## config.mk

```make
export PLATFORM = sky130hd
export DESIGN_NAME = stage4_memory_sequencer
export DESIGN_NICKNAME = d
export VERILOG_FILES = /design/src/rtl/stage4_memory_sequencer_pkg.sv /design/src/rtl/stage4_memory_sequencer_memory_lane_align.sv /design/src/rtl/stage4_memory_sequencer.sv
export SDC_FILE = /design/constraint.sdc
export NUM_CORES = 1
export LEC_CHECK = 0
export ABC_AREA = 1
export BUFFER_PORTS_ARGS = -buffer_cell sky130_fd_sc_hd__buf_4
export CORE_UTILIZATION = 44
export DETAILED_ROUTE_END_ITERATION = 12
export PLACE_DENSITY = 0.77
export RECOVER_POWER = 50
export REMOVE_ABC_BUFFERS = 1
export SLEW_MARGIN = 40
export SYNTH_ARGS = -nofsm -noshare
export SYNTH_HDL_FRONTEND = slang
export SYNTH_SLANG_ARGS = --single-unit
```

## constraint.sdc

```tcl
create_clock -name clock_i -period 2.3 [get_ports clock_i]
set_input_delay 0.69 -clock clock_i [delete_from_list [all_inputs] [get_ports clock_i]]
set_output_delay 0.69 -clock clock_i [all_outputs]
set_load 0.02 [all_outputs]
```

## src/rtl/stage4_memory_sequencer_pkg.sv

```systemverilog
// Shared types and constants for the stage-4 load/store sequencer.
// No logic; state encoding, access-size codes and counter sizing only.
package stage4_memory_sequencer_pkg;

    typedef enum logic [1:0] {
        ST_IDLE  = 2'd0,
        ST_BUSY  = 2'd1,
        ST_RESP  = 2'd2,
        ST_DRAIN = 2'd3
    } state_t;

    // Load and store func3 codes share the same low two bits for size.
    localparam logic [2:0] RV32I_FUNC3_LOAD_LB = 3'b000;
    localparam logic [2:0] RV32I_FUNC3_LOAD_LH = 3'b001;
    localparam logic [2:0] RV32I_FUNC3_LOAD_LW = 3'b010;

    localparam logic [1:0] SIZE_BYTE = RV32I_FUNC3_LOAD_LB[1:0];
    localparam logic [1:0] SIZE_HALF = RV32I_FUNC3_LOAD_LH[1:0];
    localparam logic [1:0] SIZE_WORD = RV32I_FUNC3_LOAD_LW[1:0];
    localparam logic [1:0] SIZE_ILL  = 2'b11;

    function automatic int tmo_cnt_w(input int cycles);
        return $clog2(cycles + 1);
    endfunction

endpackage

```

## src/rtl/stage4_memory_sequencer_memory_lane_align.sv

```systemverilog
// Byte-lane steering: enables, store shift, load shift and misalign check.
// Purely combinational, zero latency; no flow control of its own.
module memory_lane_align
    import stage4_memory_sequencer_pkg::*;
(
    input  logic [1:0]  i_size,
    input  logic [1:0]  i_wr_off,
    input  logic [31:0] i_wdata,
    input  logic [1:0]  i_rd_off,
    input  logic [31:0] i_rdata,
    output logic [3:0]  o_ben,
    output logic [31:0] o_wdata,
    output logic [31:0] o_rdata,
    output logic        o_misaligned
);

    always_comb begin
        o_ben        = 4'b0000;
        o_misaligned = 1'b0;
        case (i_size)
            SIZE_BYTE: o_ben = 4'b0001 << i_wr_off;
            SIZE_HALF: begin
                o_ben        = 4'b0011 << i_wr_off;
                o_misaligned = i_wr_off[0];
            end
            SIZE_WORD: begin
                o_ben        = 4'b1111;
                o_misaligned = |i_wr_off;
            end
            default: o_ben = 4'b0000;
        endcase
    end

    assign o_wdata = i_wdata << {i_wr_off, 3'b000};
    assign o_rdata = i_rdata >> {i_rd_off, 3'b000};

endmodule

```

## src/rtl/stage4_memory_sequencer.sv

```systemverilog
// Single-outstanding load/store sequencer between stage 3 and the data cache.
// Accept->req next cycle, done->result next cycle; stall_o holds upstream while busy.
module stage4_memory_sequencer
    import stage4_memory_sequencer_pkg::*;
#(
    parameter int TIMEOUT_CYCLES = 1024
) (
    input  logic        clock_i,
    input  logic        reset_i,
    input  logic        req_i,
    input  logic        wren_i,
    input  logic [2:0]  func3_i,
    input  logic [31:0] addr_i,
    input  logic [31:0] wdata_i,
    input  logic        flush_i,
    output logic        mem_req_o,
    output logic        mem_wren_o,
    output logic [31:0] mem_addr_o,
    output logic [31:0] mem_wdata_o,
    output logic [3:0]  mem_ben_o,
    input  logic        mem_done_i,
    input  logic [31:0] mem_rdata_i,
    output logic        stall_o,
    output logic [31:0] rdata_o,
    output logic        rdata_valid_o,
    output logic        misaligned_o,
    output logic        illegal_o,
    output logic        bus_error_o
);

    localparam int               CNT_W    = tmo_cnt_w(TIMEOUT_CYCLES);
    localparam logic [CNT_W-1:0] CNT_LAST = CNT_W'(TIMEOUT_CYCLES - 1);

    state_t           r_state;
    state_t           w_state_nxt;
    logic [CNT_W-1:0] r_cnt;
    logic             r_wren;
    logic [1:0]       r_off;
    logic [31:0]      r_addr;
    logic [31:0]      r_wdata;
    logic [31:0]      r_rdata;
    logic [3:0]       r_ben;
    logic             r_illegal;
    logic             r_misaligned;
    logic             r_bus_error;

    logic        w_busy;
    logic        w_timeout;
    logic        w_illegal;
    logic        w_misaligned;
    logic        w_load;
    logic        w_capture;
    logic        w_flag_ill;
    logic        w_flag_mis;
    logic        w_flag_berr;
    logic [3:0]  w_ben;
    logic [31:0] w_wdata_sh;
    logic [31:0] w_rdata_sh;
    logic        w_unused;

    // Sign/zero extension is chosen downstream, so func3 bit 2 is not needed here.
    assign w_unused = &{1'b0, func3_i[2]};

    memory_lane_align u_align (
        .i_size       (func3_i[1:0]),
        .i_wr_off     (addr_i[1:0]),
        .i_wdata      (wdata_i),
        .i_rd_off     (r_off),
        .i_rdata      (mem_rdata_i),
        .o_ben        (w_ben),
        .o_wdata      (w_wdata_sh),
        .o_rdata      (w_rdata_sh),
        .o_misaligned (w_misaligned)
    );

    assign w_illegal = (func3_i[1:0] == SIZE_ILL);
    assign w_busy    = (r_state == ST_BUSY) || (r_state == ST_DRAIN);
    assign w_timeout = (r_cnt == CNT_LAST);

    always_comb begin
        w_state_nxt = r_state;
        w_load      = 1'b0;
        w_capture   = 1'b0;
        w_flag_ill  = 1'b0;
        w_flag_mis  = 1'b0;
        w_flag_berr = 1'b0;
        case (r_state)
            ST_IDLE, ST_RESP: begin
                w_state_nxt = ST_IDLE;
                if (req_i && !flush_i) begin
                    if (w_illegal) begin
                        w_flag_ill = 1'b1;
                    end else if (w_misaligned) begin
                        w_flag_mis = 1'b1;
                    end else begin
                        w_load      = 1'b1;
                        w_state_nxt = ST_BUSY;
                    end
                end
            end
            ST_BUSY: begin
                // Done beats timeout; a flush landing with done discards the result.
                if (mem_done_i) begin
                    w_state_nxt = flush_i ? ST_IDLE : ST_RESP;
                    w_capture   = !flush_i && !r_wren;
                end else if (w_timeout) begin
                    w_flag_berr = 1'b1;
                    w_state_nxt = ST_IDLE;
                end else if (flush_i) begin
                    w_state_nxt = ST_DRAIN;
                end
            end
            ST_DRAIN: begin
                if (mem_done_i) begin
                    w_state_nxt = ST_IDLE;
                end else if (w_timeout) begin
                    w_flag_berr = 1'b1;
                    w_state_nxt = ST_IDLE;
                end
            end
            default: w_state_nxt = ST_IDLE;
        endcase
    end

    always_ff @(posedge clock_i) begin
        if (reset_i) begin
            r_state <= ST_IDLE;
        end else begin
            r_state <= w_state_nxt;
        end
    end

    always_ff @(posedge clock_i) begin
        if (reset_i) begin
            r_cnt        <= '0;
            r_wren       <= 1'b0;
            r_off        <= 2'b00;
            r_addr       <= 32'h0;
            r_wdata      <= 32'h0;
            r_rdata      <= 32'h0;
            r_ben        <= 4'h0;
            r_illegal    <= 1'b0;
            r_misaligned <= 1'b0;
            r_bus_error  <= 1'b0;
        end else begin
            r_illegal    <= w_flag_ill;
            r_misaligned <= w_flag_mis;
            r_bus_error  <= w_flag_berr;
            if (w_load) begin
                r_addr  <= {addr_i[31:2], 2'b00};
                r_ben   <= w_ben;
                r_wdata <= w_wdata_sh;
                r_wren  <= wren_i;
                r_off   <= addr_i[1:0];
                r_cnt   <= '0;
            end else if (w_busy) begin
                r_cnt <= r_cnt + CNT_W'(1);
            end
            if (w_capture) begin
                r_rdata <= w_rdata_sh;
            end
        end
    end

    assign mem_req_o     = w_busy;
    assign mem_wren_o    = r_wren;
    assign mem_addr_o    = r_addr;
    assign mem_wdata_o   = r_wdata;
    assign mem_ben_o     = r_ben;
    assign stall_o       = w_busy || w_load;
    assign rdata_o       = r_rdata;
    assign rdata_valid_o = (r_state == ST_RESP) && !r_wren && !flush_i;
    assign misaligned_o  = r_misaligned;
    assign illegal_o     = r_illegal;
    assign bus_error_o   = r_bus_error;

endmodule

```

After elaboration in Yosys (flattened, before gate mapping)
Index checks and enable logic that the tools add are counted.

storage, ports and cells
  register bits = 117
  bits of input ports = 105
  output and inout bits = 107
  word-level logic and storage cells = 67

cells by class
  add/sub/neg operators = 1
  eq/ne operators = 9
  shift-type cells = 4
  mux-type cells = 21
  bitwise gates (word level) = 3
  reductions and logical operators = 18

operator list
  kind                   number
  $shl 32x5->32          1
  $shr 32x5->32          1
  $mux 1                 12
  $mux 2                 6
  $pmux 4 s3             1
  $add 11x1->11 const B  1
  $eq 11x10->1 const B   1
  $eq 2x2->1 const B     4
  $reduce_or 2->1        4
  $pmux 2 s3             1
  $reduce_or 3->1        2
  $eq 2x1->1 const B     2
  $logic_and 1x1->1      4
  $logic_not 2->1        2
  $ne 4x4->1 const B     1
  $reduce_or 4->1        1
  $shl 1x2->4 const A    1
  $shl 2x2->4 const A    1
  $ne 3x3->1 const B     1
  $not 1->1              3
  $logic_not 1->1        2
  $logic_or 1x1->1       2
  $pmux 1 s2             1
  $reduce_and 2->1       1

Logic depth before layout (Yosys ltp)
Gate-level depths: netlist (run 1).

  depth in word-level cells = 7
  depth in mapped cells = 10
  depth with buffers taken out = 9

Hierarchy
Synthesis (run 1) repeated with hierarchy kept, for this count alone.

unflattened totals
  cell total of the unflattened synthesis = 892
  area, all modules = 5708.0 µm²

modules (own cells, without submodules)
  module                   times used  cells an instance  area each (µm²)  seq. area each (µm²)
  stage4_memory_sequencer  1           541                4152.7           2342.2
  memory_lane_align        1           351                1555.2           0.0

Worst setup path after synthesis (run 1)
OpenSTA, ideal clock, no wires.

  path kind = input-to-output
  from = input func3_i[1]
  to = output stall_o
  arrival time = 1727 ps
  data required time = 1610 ps
  setup slack = -117 ps
  stages on the path = 8
  buffers on the path = 1
  cell sequence = inv_1 ha_1 nand2_1 inv_2 o21ai_4 nand2_4 buf_2 nand2_1

on the way
  cells in the longest elaborated chain, start to end = 7
  elaborated cells on any way between the ends = 9
  those cells by class = eq/ne (3); mux (5); reduce/logical (1)

ends and longest elaborated chain
  element                                          RTL line                                         RTL
  start: declaration                               stage4_memory_sequencer.sv:12                    input logic [2:0] func3_i,
  $eq 2x2->1 / $eq 2x1->1 (equally long branches)  stage4_memory_sequencer_memory_lane_align.sv:20  case (i_size)
  $pmux 1 s2                                       stage4_memory_sequencer_memory_lane_align.sv:20
  $mux 1                                           stage4_memory_sequencer.sv:93                    end else if (w_misaligned) begin
  $mux 1 (*)                                       stage4_memory_sequencer.sv:91                    if (w_illegal) begin
  $mux 1 (*)                                       stage4_memory_sequencer.sv:90                    if (req_i && !flush_i) begin
  $mux 1 (*)                                       stage4_memory_sequencer.sv:87                    case (r_state)
  $logic_or 1x1->1 (*)                             stage4_memory_sequencer.sv:170                   assign stall_o = w_busy || w_load;
  end: declaration                                 stage4_memory_sequencer.sv:23                    output logic stall_o,

Every way passes the cells marked *; elsewhere a longest branch is shown, timed or not.

Worst setup path after layout (run 1)
  from = input func3_i[0]
  to = output stall_o

The elaborated chain is that of the path after synthesis.

==> impl_metrics.json, run 1 <==
{
  "rows": 39,
  "hold_class": "register to register",
  "switching_share_pct": 23.5,
  "antenna_found_initial": 0,
  "synth.area.top_cells": "dfxtp_1 (44%), nand2_1 (15%), nand3_1 (12%)",
  "worst_setup_path_end_kind": "primary output",
  "synth.distinct_cells": 33,
  "dp_hpwl_um": 10500,
  "period_share_pct": 98.1,
  "vdd_drop_max_mv": 0.496,
  "post_drt_wl_per_cell_um": 13.8,
  "diodes": 0,
  "clockBufferDepth": 2,
  "power_frac_comb_pct": 11.8,
  "drv_cap": 0,
  "cts-buffers-inserted": 17,
  "drtIter0Drc": 397,
  "p_clk_share_pct": 50.8,
  "core_sq_mm": 0.0117,
  "die_h_um": 112,
  "yosysWarnings": 0,
  "finalClockSkew_ps": 5.08,
  "yosysTopAreaCellShare_pct": 43.6,
  "multi_input_area_sq_mm": 0.00260,
  "route.detailed.drc": 0,
  "startpoint": "func3_i[0]",
  "async_reset_ff_share_pct": 0,
  "drt_first_pass_iters": 5,
  "worst_ep_arrival_time_ps": 1570,
  "status": "finished clean",
  "dieArea_sq_mm": 0.0127,
  "critPathSlowestCell": "ha_4",
  "hold_violations": 0,
  "clkTransAtPathRegs_ps": 50,
  "seq_power_share_pct": 37.4,
  "r2r_start": "r_state[0]",
  "setup_viol_count_final": 0,
  "netSwitchingPower_mw": 1.34,
  "grt_max_degree": 40,
  "avgSynthCellArea_sq_um": 6.95,
  "synth_top_cell_by_area": "dfxtp_1",
  "fin_nets": 1077,
  "synthCells": 773,
  "seqCellArea_sq_mm": 0.00234,
  "p_per_area_mw_per_mm2": 777,
  "ys_seq_area_share_pct": 43.6,
  "finalPower_mw": 5.69,
  "overflow": 0,
  "ioPinCount": 212,
  "final_cell_mix": "nand2_1 (220), nand3_1 (132), buf_4 (124)",
  "critPathMaxFanout": 4,
  "clock-root-buffer": "clkbuf_16",
  "initial_core_util_pct": 46.1,
  "p_leak_nw": 3.38,
  "tns_ps": 0,
  "hold_ws_ps": 460,
  "path_cells": "buf_4 > inv_1 > ha_4 > nor2_4 > o21ai_4 > nand2_4 > nand2_1 > buf_6",
  "cts_num_sinks": 117,
  "path_class": "primary input to primary output",
  "stdcell_area_sq_mm": 0.00733,
  "required_ps": 1610,
  "cts-htree-levels": 4,
  "grt_pass1_wl_um": 24800,
  "clock.fmax_mhz": 443,
  "track_usage_pct": 24.5,
  "final_common_cell": "nand2_1",
  "ys_ff_latch": 117,
  "vias_per_cell": 5.13,
  "slowest_delay_ps": 210,
  "placement.io_buffers": 208,
  "synth_edf_count": 0,
  "gp_congestion": 0.799,
  "insertion_delay_ps": 410,
  "chipWidth_um": 112,
  "vias": 5769,
  "wirelength_um": 15500,
  "critPathLaunchType": "primary input",
  "final_antenna_net_count": 0,
  "report.final.slew_viol_count": 0,
  "synth_flop_cell": "dfxtp_1",
  "area_delta_synth_final_pct": 36.5,
  "min_period_ps": 2260,
  "tritoncts": "yes",
  "place_area_sq_mm": 0.00705,
  "maxSlewHeadroom_pct": 47.1,
  "internal_power_mw": 4.35,
  "worst_pin_slew_ps": 793,
  "drive_gt1_share_pct": 17.8,
  "fillers": 1194,
  "grt_pass1_vias": 5203,
  "worstHoldStart": "mem_addr_o[9]",
  "syn-cell-area_sq_mm": 0.00537
}
==> state kept, by name, summed over array words and instances, names as in the netlist <==
register,cells
rdata_o,32
r_cnt,11
r_off,2
mem_wren_o,1
r_state,2
misaligned_o,1
bus_error_o,1
illegal_o,1
mem_wdata_o,32
mem_addr_o,30
mem_ben_o,4
==> cells in the mapped netlist (2+ instances only) <==
master and count:
o21ai_0 76, clkbuf_1 33, a21oi_1 36, inv_1 42, nor2_2 2, buf_2 10
nor4_1 2, nand3_1 132, o211ai_1 8, xor2_1 5, nor2_1 48, clkinv_1 2
o21ai_1 3, buf_6 2, a31oi_1 2, dfxtp_1 117, ha_1 4, nand2_4 2
nand2_1 221, nor3_1 2, inv_2 3, buf_4 10
==> per-stage QoR <==
step | setup WS (ps) | std cells | utilization, %
after detailed placement | -33.5 | 1091 | 60.4
after floorplan | -771 | 717 | -
after global placement | -5.60 | 1091 | 60.4
final | 44.5 | 1124 | 62.8
after global routing | -1.25 | 1124 | 62.8
after CTS | 10.3 | 1124 | 66.1
==> critical path: cells and delay by family <==
| family | cells | cell delay, ps |
|---|---|---|
| AOI/OAI and AO/OA | 1 | 80 |
| adders and majority gates | 1 | 210 |
| buffers and inverters | 3 | 340 |
| and+or+nand+nor | 3 | 240 |
==> layout make-up <==
class                           instances  share of cell area, %
Timing Repair Buffer                  232                   18.8
Clock inverter                         10                   2.39
Inverter                               47                   2.41
Tap cell                              143                   2.44
Sequential cell                       117                   32.0
Clock buffer                           22                   6.47
Multi-Input combinational cell        553                   35.5
==> power groups by stage <==
stage	clock network (mW)	registers (mW)	logic, mW
after CTS	2.93	2.13	0.716
after global placement	0	2.17	0.706
final	2.89	2.13	0.672
after global routing	3.04	2.14	0.738
after floorplan	0	2.25	0.257
after detailed placement	0	2.17	0.712
==> metal layers <==
metal	wire (um)	track usage [%]	vias to the layer above	part of all wire, %
met5	0	0	-	0
met4	365	10.8	0	2.4
met3	1370	8.26	23	8.8
met2	7200	39.8	227	47
met1	6540	29.4	2606	42
li1	-	-	2913	-
==> repair_timing <==
action / CTS / global route
setup endpoints to repair: 1 / 1
pin swaps: 2 / 1
gates resized for setup: 1 / 5
setup buffers: 1 / 0
cloned: 0 / 0
hold buffers: 0 / 0
==> final timing paths <==
check                       end  slack (ps)  cells past startpoint
setup / recovery        stall_o          40                      8
hold / removal    mem_addr_o[9]         460                      2
setup reg to reg    rdata_o[31]         480                      6
hold reg to reg   mem_addr_o[9]         460                      2
==> kinds of logic after synthesis <==
logic type,synth area share (%)
AOI/OAI and AO/OA,12.7
xor gates and xnor gates,0.815
adders and majority gates,0.932
buffers and inverters,8.50
DFF,43.6
other,0.0698
and+or+nand+nor,33.4
Note: power is estimated with default switching activity, not from simulation.
==> inputs of run 2 (changes only) <==
--- a/config.mk
+++ b/config.mk
@@ -13,5 +13,5 @@
 export RECOVER_POWER = 50
 export REMOVE_ABC_BUFFERS = 1
-export SLEW_MARGIN = 40
+export SLEW_MARGIN = 30
 export SYNTH_ARGS = -nofsm -noshare
 export SYNTH_HDL_FRONTEND = slang
==> constraint.sdc (replaced) <==
create_clock -name clock_i -period 2.3 [get_ports clock_i]
set_input_delay 0.345 -clock clock_i [delete_from_list [all_inputs] [get_ports clock_i]]
set_output_delay 0.345 -clock clock_i [all_outputs]
set_load 0.02 [all_outputs]
==> impl_metrics.json, run 2 (synthesis results as in run 1) <==
{
  "status": "finished clean",
  "reg2reg_to": "r_cnt[0]",
  "r2r_start": "r_state[0]",
  "min_period_ps": 2050,
  "drtIter0Drc": 427,
  "fillers": 1156,
  "chipWidth_um": 112,
  "hold_buffers": 0,
  "hold_class": "primary input to register",
  "track_usage_pct": 24.2,
  "core_sq_mm": 0.0117,
  "post_cts_buffers": 0,
  "clock-root-buffer": "clkbuf_16",
  "report.final.slew_viol_count": 0,
  "route.detailed.drc": 0,
  "grt_pass1_wl_um": 24300,
  "r2r_cells": 6,
  "critPathMaxFanout": 20,
  "final_cells": 1113,
  "worst_setup_path_end_kind": "primary output",
  "crit_end": "stall_o",
  "final_common_cell": "nand2_1",
  "hold_violations": 0,
  "fin_nets": 1066,
  "final_antenna_net_count": 0,
  "wirelength_um": 15200,
  "vias_per_cell": 5.12,
  "tritoncts": "yes",
  "cts_resized": 0,
  "startpoint": "r_state[0]",
  "drt_first_pass_iters": 5,
  "overflow": 0,
  "critPathLaunchType": "register",
  "vdd_drop_max_mv": 0.607,
  "gp_congestion": 0.795,
  "stdcell_area_sq_mm": 0.00715,
  "diodes": 0,
  "dieArea_sq_mm": 0.0127,
  "antenna_found_initial": 0,
  "cts-htree-levels": 4,
  "regToRegSetupSlack_ps": 650,
  "ioPinCount": 212,
  "worst_ep_arrival_time_ps": 1700,
  "dp_cells": 1081,
  "rows": 39,
  "post_drt_wl_per_cell_um": 13.6,
  "grt_pass1_vias": 5080,
  "p_per_area_mw_per_mm2": 750,
  "die_h_um": 112,
  "maxSlewHeadroom_pct": 48.0,
  "required_ps": 1960,
  "worst_pin_slew_ps": 780,
  "drv_cap": 0,
  "grt_max_degree": 40,
  "cts_num_sinks": 117,
  "setup_viol_count_final": 0,
  "clockBufferDepth": 2,
  "vias": 5695,
  "finalPower_mw": 5.36,
  "place_area_sq_mm": 0.00695,
  "area_delta_synth_final_pct": 33.1,
  "clkTransAtPathRegs_ps": 50,
  "drive_gt1_share_pct": 16.8,
  "period_share_pct": 88.9,
  "p_leak_nw": 3.30,
  "path_class": "register to primary output",
  "final_cell_mix": "nand2_1 (221), nand3_1 (132), buf_4 (118)",
  "grt_setup_unrepaired": "false",
  "finalClockSkew_ps": 5.94,
  "insertion_delay_ps": 410,
  "placement.io_buffers": 208,
  "dp_hpwl_um": 10100,
  "hold_ws_ps": 146,
  "clock.fmax_mhz": 489,
  "cts-buffers-inserted": 17,
  "initial_core_util_pct": 46.1
}
-- run 2: cell types whose count changed in the layout (fill, tap and decap cells not counted), moves of 2 or more --
cell       before  now
ha_1            2    4
clkinv_2        5    7
o21ai_1         3    0
o21ai_0        76   79
buf_4         124  118
bufinv_16       5    2
clkbuf_1      105  103
-- run 2: layout make-up --
cell class | count | area [sq um] | area share, %
Timing Repair Buffer | 221 | 1290 | 18.0
Clock buffer | 22 | 484 | 6.77
Tap cell | 143 | 179 | 2.50
Sequential cell | 117 | 2340 | 32.8
Inverter | 47 | 176 | 2.47
Clock inverter | 10 | 103 | 1.44
Multi-Input combinational cell | 553 | 2580 | 36.0
-- run 2: layer usage --
metal	track usage, %	share of wire [%]	up-vias
met5	0	0	-
met4	9.96	2.0	0
met3	8.53	9.1	26
met2	39.9	46	223
met1	28.8	43	2556
li1	-	-	2890
-- run 2: stage by stage --
step	worst slack, ps	setup TNS [ps]	utilization (%)
after floorplan	-80.7	-111	-
after global placement	408	0	59.6
after detailed placement	360	0	59.6
after CTS	231	0	64.6
after global routing	123	0	61.3
final	255	0	61.3
-- run 2: worst min path at each step --
stage	endpoint	from	cells after the start
2_1_floorplan	rdata_o[10]	reset_i	1
3_3_place_gp	mem_addr_o[9]	mem_addr_o[9]	2
3_5_place_dp	rdata_o[22]	rdata_o[22]	2
4_1_cts	bus_error_o	mem_done_i	2
5_1_grt	bus_error_o	mem_done_i	2
6_report	bus_error_o	mem_done_i	2
-- run 2: where the power goes --
part	leakage (nW)	switching [mW]	internal (mW)	total, mW
combinational	2.06	0.403	0.246	0.649
sequential	0.948	0.0344	2.09	2.13
clock	0.295	0.896	1.69	2.59
total	3.30	1.33	4.03	5.36
-- run 2: worst max-delay path: stages, from the launching register on --
cell     delay (ps)
dfxtp_1         510
inv_2           110
nand3_4         110
nor2_1           80
nand2_4         230
nand2_1          80
buf_4           170
